[src/rtl/dxc_cap_sel_ctrl.sv]
// Lane-select capture controller: picks one lane of a wide sample bus and
// forwards a counted burst of beats, optionally aligned to a radio-frame pulse.
module dxc_cap_sel_ctrl #(
  parameter int unsigned NUM_LANES = 8,
  parameter int unsigned DATA_W    = 32,
  parameter int unsigned CH_W      = 8,
  parameter int unsigned LEN_W     = 16
) (
  input  logic                        dsp_in_clk_clk,
  input  logic                        dsp_in_reset_reset,
  input  logic                        sink_valid,
  input  logic [CH_W-1:0]             sink_channel,
  input  logic [NUM_LANES*DATA_W-1:0] sink_data,
  input  logic                        rfp_pulse,
  input  logic [31:0]                 sel_data,
  input  logic [LEN_W-1:0]            cap_len,
  output logic                        src_valid,
  output logic [DATA_W-1:0]           src_data,
  output logic [CH_W-1:0]             src_channel,
  output logic [((NUM_LANES > 1) ? $clog2(NUM_LANES) : 1)-1:0] src_lane,
  output logic                        src_sop,
  output logic                        src_eop,
  output logic                        busy,
  output logic                        done,
  output logic                        err
);

  localparam int unsigned LANE_W = (NUM_LANES > 1) ? $clog2(NUM_LANES) : 1;

  typedef enum logic [1:0] {IDLE, ARMED, CAPTURE, DONE} state_t;

  state_t            state_q, state_d;
  logic              start_prev_q;
  logic [LANE_W-1:0] lane_q;
  logic [LEN_W-1:0]  len_q;
  logic [LEN_W-1:0]  cnt_q;
  logic              align_q;
  logic              cont_q;

  logic              start_edge_c;
  logic              abort_c;
  logic              cfg_ok_c;
  logic              beat_c;
  logic              last_c;
  logic              accept_c;
  logic              reject_c;
  logic [DATA_W-1:0] lane_data_c;

  // Control word bits [29:10] are reserved.
  logic unused_sel;
  assign unused_sel = ^sel_data[29:10];

  assign start_edge_c = sel_data[31] & ~start_prev_q;
  assign abort_c      = sel_data[30];
  assign cfg_ok_c     = ({24'd0, sel_data[7:0]} < NUM_LANES) && (cap_len != '0);
  assign beat_c       = (state_q == CAPTURE) && sink_valid && !abort_c;
  assign last_c       = beat_c && (cnt_q == len_q - LEN_W'(1));

  // Lane mux driven by the latched lane index only.
  always_comb begin
    lane_data_c = '0;
    for (int unsigned k = 0; k < NUM_LANES; k++) begin
      if (lane_q == LANE_W'(k)) lane_data_c = sink_data[k*DATA_W +: DATA_W];
    end
  end

  // Next-state logic; abort overrides everything including start and last beat.
  always_comb begin
    state_d  = state_q;
    accept_c = 1'b0;
    reject_c = 1'b0;
    if (abort_c) begin
      state_d = IDLE;
    end else begin
      case (state_q)
        IDLE: begin
          if (start_edge_c) begin
            if (cfg_ok_c) begin
              accept_c = 1'b1;
              state_d  = sel_data[8] ? ARMED : CAPTURE;
            end else begin
              reject_c = 1'b1;
            end
          end
        end
        ARMED: begin
          if (rfp_pulse) state_d = CAPTURE;
        end
        CAPTURE: begin
          if (last_c) begin
            if (!cont_q)     state_d = DONE;
            else if (align_q) state_d = ARMED;
            else              state_d = CAPTURE;
          end
        end
        DONE: state_d = IDLE;
        default: state_d = IDLE;
      endcase
    end
  end

  always_ff @(posedge dsp_in_clk_clk) begin
    if (dsp_in_reset_reset) begin
      state_q      <= IDLE;
      start_prev_q <= sel_data[31];
      lane_q       <= '0;
      len_q        <= '0;
      cnt_q        <= '0;
      align_q      <= 1'b0;
      cont_q       <= 1'b0;
      src_valid    <= 1'b0;
      src_data     <= '0;
      src_channel  <= '0;
      src_lane     <= '0;
      src_sop      <= 1'b0;
      src_eop      <= 1'b0;
      busy         <= 1'b0;
      done         <= 1'b0;
      err          <= 1'b0;
    end else begin
      state_q      <= state_d;
      start_prev_q <= sel_data[31];
      if (accept_c) begin
        lane_q  <= LANE_W'(sel_data[7:0]);
        len_q   <= cap_len;
        align_q <= sel_data[8];
        cont_q  <= sel_data[9];
        err     <= 1'b0;
      end else if (reject_c) begin
        err <= 1'b1;
      end
      if (abort_c || accept_c) cnt_q <= '0;
      else if (beat_c)         cnt_q <= last_c ? '0 : cnt_q + LEN_W'(1);
      src_valid <= beat_c;
      src_sop   <= beat_c && (cnt_q == '0);
      src_eop   <= last_c;
      if (beat_c) begin
        src_data    <= lane_data_c;
        src_channel <= sink_channel;
        src_lane    <= lane_q;
      end
      busy <= (state_d != IDLE);
      done <= (state_q == DONE) && !abort_c;
    end
  end

endmodule
[config.mk]
export PLATFORM = sky130hd
export DESIGN_NAME = dxc_cap_sel_ctrl
export DESIGN_NICKNAME = d
export VERILOG_FILES = /design/src/rtl/dxc_cap_sel_ctrl.sv
export SDC_FILE = /design/constraint.sdc
export NUM_CORES = 1
export LEC_CHECK = 0
export ABC_AREA = 1
export CAP_MARGIN = 20
export CORE_AREA = 2 2 141 143
export CTS_BUF_LIST = sky130_fd_sc_hd__clkbuf_8
export DETAILED_ROUTE_END_ITERATION = 16
export DIE_AREA = 0 0 143 145
export PLACE_DENSITY = 0.7
export REMOVE_ABC_BUFFERS = 1
export SLEW_MARGIN = 20
export SYNTH_ARGS = -nofsm -noshare
export SYNTH_HDL_FRONTEND = slang
export SYNTH_SLANG_ARGS = --single-unit
[constraint.sdc]
create_clock -name dsp_in_clk_clk -period 1.95 [get_ports dsp_in_clk_clk]
set_clock_uncertainty 0.15 [all_clocks]
set_input_delay 0.39 -clock dsp_in_clk_clk [delete_from_list [all_inputs] [get_ports dsp_in_clk_clk]]
set_output_delay 0.39 -clock dsp_in_clk_clk [all_outputs]
set_load 0.01 [all_outputs]
# Word-level counts from Yosys, hierarchy flattened
# Cells that the tools add are included.
# Widths: inputs -> output; s select.
# totals
reg_bits	89
latch_bits	0
mem_bits_rw	0
romBits	0
in_bits	316
output_inout_bits	49
wordCells	73
memories	0
# op_classes
add_sub_neg	2
mul	0
div_mod_pow	0
magnitude_cmp	1
n_eq_ne	11
shifts	0
n_mux	26
n_bitwise	2
reduce_logical	15
# op_table
operator	count
$mux 32	8
$add 16x1->16 const B	1
$eq 16x16->1	1
$logic_not 16->1	1
$mux 16	1
$mux 2	8
$reduce_bool 16->1	1
$sub 16x1->16 const B	1
$eq 3x3->1 const B	4
$lt 8x4->1 const B	1
$mux 1	8
$pmux 2 s4	1
$eq 3x2->1 const B	2
$logic_and 1x1->1	6
$eq 2x2->1 const B	2
$reduce_or 2->1	2
$eq 3x1->1 const B	1
$logic_not 3->1	1
$eq 2x1->1 const B	1
$logic_not 2->1	1
$reduce_bool 2->1	1
$and 1x1->1	1
$logic_not 1->1	1
$logic_or 1x1->1	1
$not 1->1	1

# Depth between registers and ports, before layout
# logic_depth
word_depth	9
ltp_mapped	16
mapped_depth_nobuf	16

# Worst setup path before layout
# Ideal clock, no wire load.
# synth_path
path_type	register to register
from	reg len_q[0]
to	reg busy
arrival_time_ns	1.575
slack_ns	0.111
path_stages_with_launch	16
n_path_buf	0
period_less_slack_ns	1.839
cell_sequence	dfxtp_1 > inv_2 > ha_1 > nand2_1 > nor2_1 > nand2_1 > nand3_1 > nand2_1 > nor2_1 > nand3_1 > nor2_2 > nand3_1 > nand2_1 > nand2_1 > nand2_1 > nand2_1
# synth_via
elab_chain_cells	7
# synth_lines
item	line_no	source
from (decl)	35	logic [LEN_W-1:0] len_q;
from (signal assigned)	125	len_q <= cap_len;
$sub 16x1->16	57	assign last_c = beat_c && (cnt_q == len_q - LEN_W'(1));
$eq 16x16->1	57	
$logic_and 1x1->1	57	
$mux 2	90	if (last_c) begin
$pmux 2 s4	75	case (state_q)
$mux 2	72	if (abort_c) begin
$reduce_bool 2->1	142	busy <= (state_d != IDLE);
to (signal assigned)	142	
to (decl)	23	output logic busy,
# No other way between the ends.
# A chain may end at the register's enable or synchronous reset.

# Final worst setup path
# Ends and elaborated chain as after synthesis.

==> summary.txt <==
Min path
  – WHS Path Cells: 3
  – Worst-case hold path end point: len_q[8]$_SDFFE_PP0P_
  – Worst hold-check path type: in2reg
  – Hold_sp: cap_len[8]

Placement
  – Port Buffer Count: 344
  – Place WS: -0.723 ns
  – Post-detail-place hpwl: 24500 µm
  – Placed Area: just over 10000 µm²
  – Placer Congestion: 0.944

Worst setup path
  – CP Class: reg2reg
  – CP Capture Type: register
  – Critical Path RT: approximately 2.1 ns
  – Worst R2R Path Depth: 13
  – Buf/Inv on CP: 2
  – CP top delay family: simple AND/OR/NAND/NOR gates
  – Critical Path Slowest Stage Cell: dfxtp_2
  – Startpoint types: register
  – Critical-path cell list: inv_2 > buf_6 > nand3_4 > nor2_4 > nand2_2 > nor2_4 > xor2_1 > nand2_1 > nor2_2 > nand2_2 > o21ai_2 > nand2_1 > nand2_1
  – Worst path max stage delay: 0.35 ns
  – RR Endpoint: busy$_SDFF_PP0_
  – Worst path most repeated cell: nand2_1
  – Crit-path max FO: 5
  – R2r setup slk: -0.14 ns
  – Worst r2r src: len_q[0]$_SDFFE_PP0P_
  – Worst Path Arrival: 2.27 ns

Global routing
  – GR Overflow Total: 0
  – GRT Util Overall: 28.2%
  – Largest net degree at the start of global routing: 34
  – Vias in the first global route: 8133
  – Global-route wire length before repair: about 45000 µm
  – Initial antenna violation count: 5

Final layout
  – Footprint of the multi-input gates: 3720 µm²
  – Area Overhead vs Synth: 81.1%
  – Design Area, Final: 10700 µm²
  – Area of all sequential standard cells: roughly 1800 µm²
  – Layout cells sized above 1: between 10% and 20%
  – # nets final: 1661
  – Filler cells: 1803

Floorplan
  – Die H: between 100 and 150 µm
  – Initial Utilization: 30.7%
  – Die span in x: about 140 µm
  – Die ar.: 20700 µm²
  – Core Box Area: 19200 µm²
  – I/O pins: approximately 370
  – Core Rows: 51

Run
  – Max cap viols: 0

CTS
  – Clk sinks: 89
  – CTS Root Cell: clkbuf_8
  – Cts bufs inserted: 9
  – Clock tree buffer depth: 2
  – Clock transition at path regs: 0.11 ns
  – Worst-skew pair later-pin latency: 0.39 ns
  – H-tree Lvls: 3
  – Clock tree from TritonCTS: yes

Routing
  – Post-Route WL: 29800 µm
  – Number of DRC markers in iteration 0: 432
  – WL/cell: approximately 18 µm
  – Antenna viol nets, final: 0
  – DRC: 0
  – Vias: ~8100
  – First-pass detailed-route iteration total: 5
  – Via density: 4.99

Timing
  – Worst-margin pin slew: 0.349 ns
  – Final Hold Slack: 0.199 ns
  – Final Setup Violations: 20
  – Fmax: 478 MHz
  – Crit path time final: 2.09 ns
  – Fin worst setup slack: -0.141 ns
  – Tcrit/Tclk final: 107%
  – Total negative slack: -2.21 ns
  – Final hold vios: 0
  – Worst relative slew slack: 76.5%
  – Slew Limit Fails: 0
  – Unrepaired setup endpoints after global routing: yes

Pwr
  – VDD IR max: between 0.2 and 0.25 mV
  – Tot Pwr: between 4 and 5 mW
  – Pwr Density: 406 nW/µm²
  – Pleak: 4.36 nW

Logic synthesis
  – Area leader, netlist: dfxtp_1
  – Synth unique cells: 33
  – Area contributors post-synth: dfxtp_1 (30%), nand2_1 (17%), a21oi_1 (9.7%)
  – Seq/Total Area, Yosys: 30.2%
  – Syn Area/Cell: ~6.1 µm²
  – Top-area cell type share of the netlist area: 30.2%
  – Syn Std Cell Area: 5900 µm²
  – Dominant cell by count in the synthesized netlist: nand2_1
  – YS warnings: 0
  – EDFF count, synth: 0
  – Ys flop type: dfxtp_1
  – Post-synth top cells: nand2_1 (275), a21oi_1 (114), dfxtp_1 (89), inv_1 (89), o21ai_0 (69)
  – Yosys reg bits: 89
  – Post-synth ARST share: 0%
  – Syn Inst Count: approximately 960

Status
  – Status: complete, but fails checks
  – Failing checks: setup timing
==> flip-flops by register name, indices dropped and copies added (netlist names), 2 cells and up <==
signal and count:
cnt_q 16, lane_q 3, src_data 32, src_lane 3, state_q 2, src_channel 8
len_q 16
==> report_power, final <==
part / internal, mW / leakage, nW / switching, mW / total [mW]
clock: 0.867 / 0.122 / 0.758 / 1.62
combinational: 0.625 / 3.51 / 0.264 / 0.889
sequential: 1.82 / 0.719 / 0.00319 / 1.82
==> cell usage in the layout, fill, tap and decap left out, types with 12 or more instances in the layout <==
cell type / count
clkdlybuf4s50_1: 336
nand2_1: 270
a21oi_1: 113
dfxtp_1: 85
inv_1: 84
o21ai_0: 68
nand3_1: 60
buf_4: 59
nor2_1: 55
nand4_1: 47
o2111ai_1: 15
nor2_2: 13
nor3_1: 13
buf_12: 12
==> logic make-up after synthesis <==
logic type	Yosys count	synth area share (%)
AOI/OAI and AO/OA	204	18.6
xor gates and xnor gates	16	2.38
adders and majority gates	3	0.636
buffers and inverters	147	9.71
DFF	89	30.2
and+or+nand+nor	503	38.5
==> final cells by class <==
| cell class | count | area share, % |
|---|---|---|
| Tap cell | 265 | 3.10 |
| Antenna cell | 5 | 0.117 |
| Multi-Input combinational cell | 726 | 34.8 |
| Inverter | 96 | 3.42 |
| Clock buffer | 9 | 1.16 |
| Clock inverter | 7 | 1.18 |
| Timing Repair Buffer | 420 | 39.5 |
| Sequential cell | 89 | 16.7 |
==> per-stage QoR <==
stage	cells	util [%]
finish	1617	55.6
global route	1614	55.6
CTS	1610	55.0
floorplan	911	-
global placement	1593	53.1
detailed placement	1593	53.1
==> what timing repair did <==
item	in CTS	in global routing
resized for setup	31	24
pin swaps	14	10
setup endpoints to repair	42	77
hold buffers	0	0
setup buffers	1	1
cloned	0	1
==> how the worst max path moves through the flow <==
stage	cells after the start	startpoint	slack (ns)	endpoint
2_1_floorplan	7	lane_q[0]$_SDFFE_PP0P_	-0.71	src_data[0]$_SDFFE_PP0P_
5_1_grt	13	len_q[0]$_SDFFE_PP0P_	-0.28	cnt_q[3]$_SDFFE_PP0P_
3_5_place_dp	9	cap_len[4]	-0.72	cnt_q[10]$_SDFFE_PP0P_
3_3_place_gp	9	cap_len[4]	-0.68	cnt_q[10]$_SDFFE_PP0P_
4_1_cts	13	len_q[0]$_SDFFE_PP0P_	-0.13	cnt_q[4]$_SDFFE_PP0P_
6_report	13	len_q[0]$_SDFFE_PP0P_	-0.14	busy$_SDFF_PP0_
==> routing by layer <==
layer	GRT usage (%)	up-vias	share of wire, %
met4	10.0	2	3.0
met2	44.8	364	44
met5	0	-	0.044
met3	8.65	62	10
met1	36.0	3670	42
li1	-	3970	-
==> tightest hold or removal path: stages <==
cell	delay, ns
dlymetal6s2s_1	0.12
o21ai_0	0.09
a21oi_1	0.11
Power figures use the tool's default switching activity.
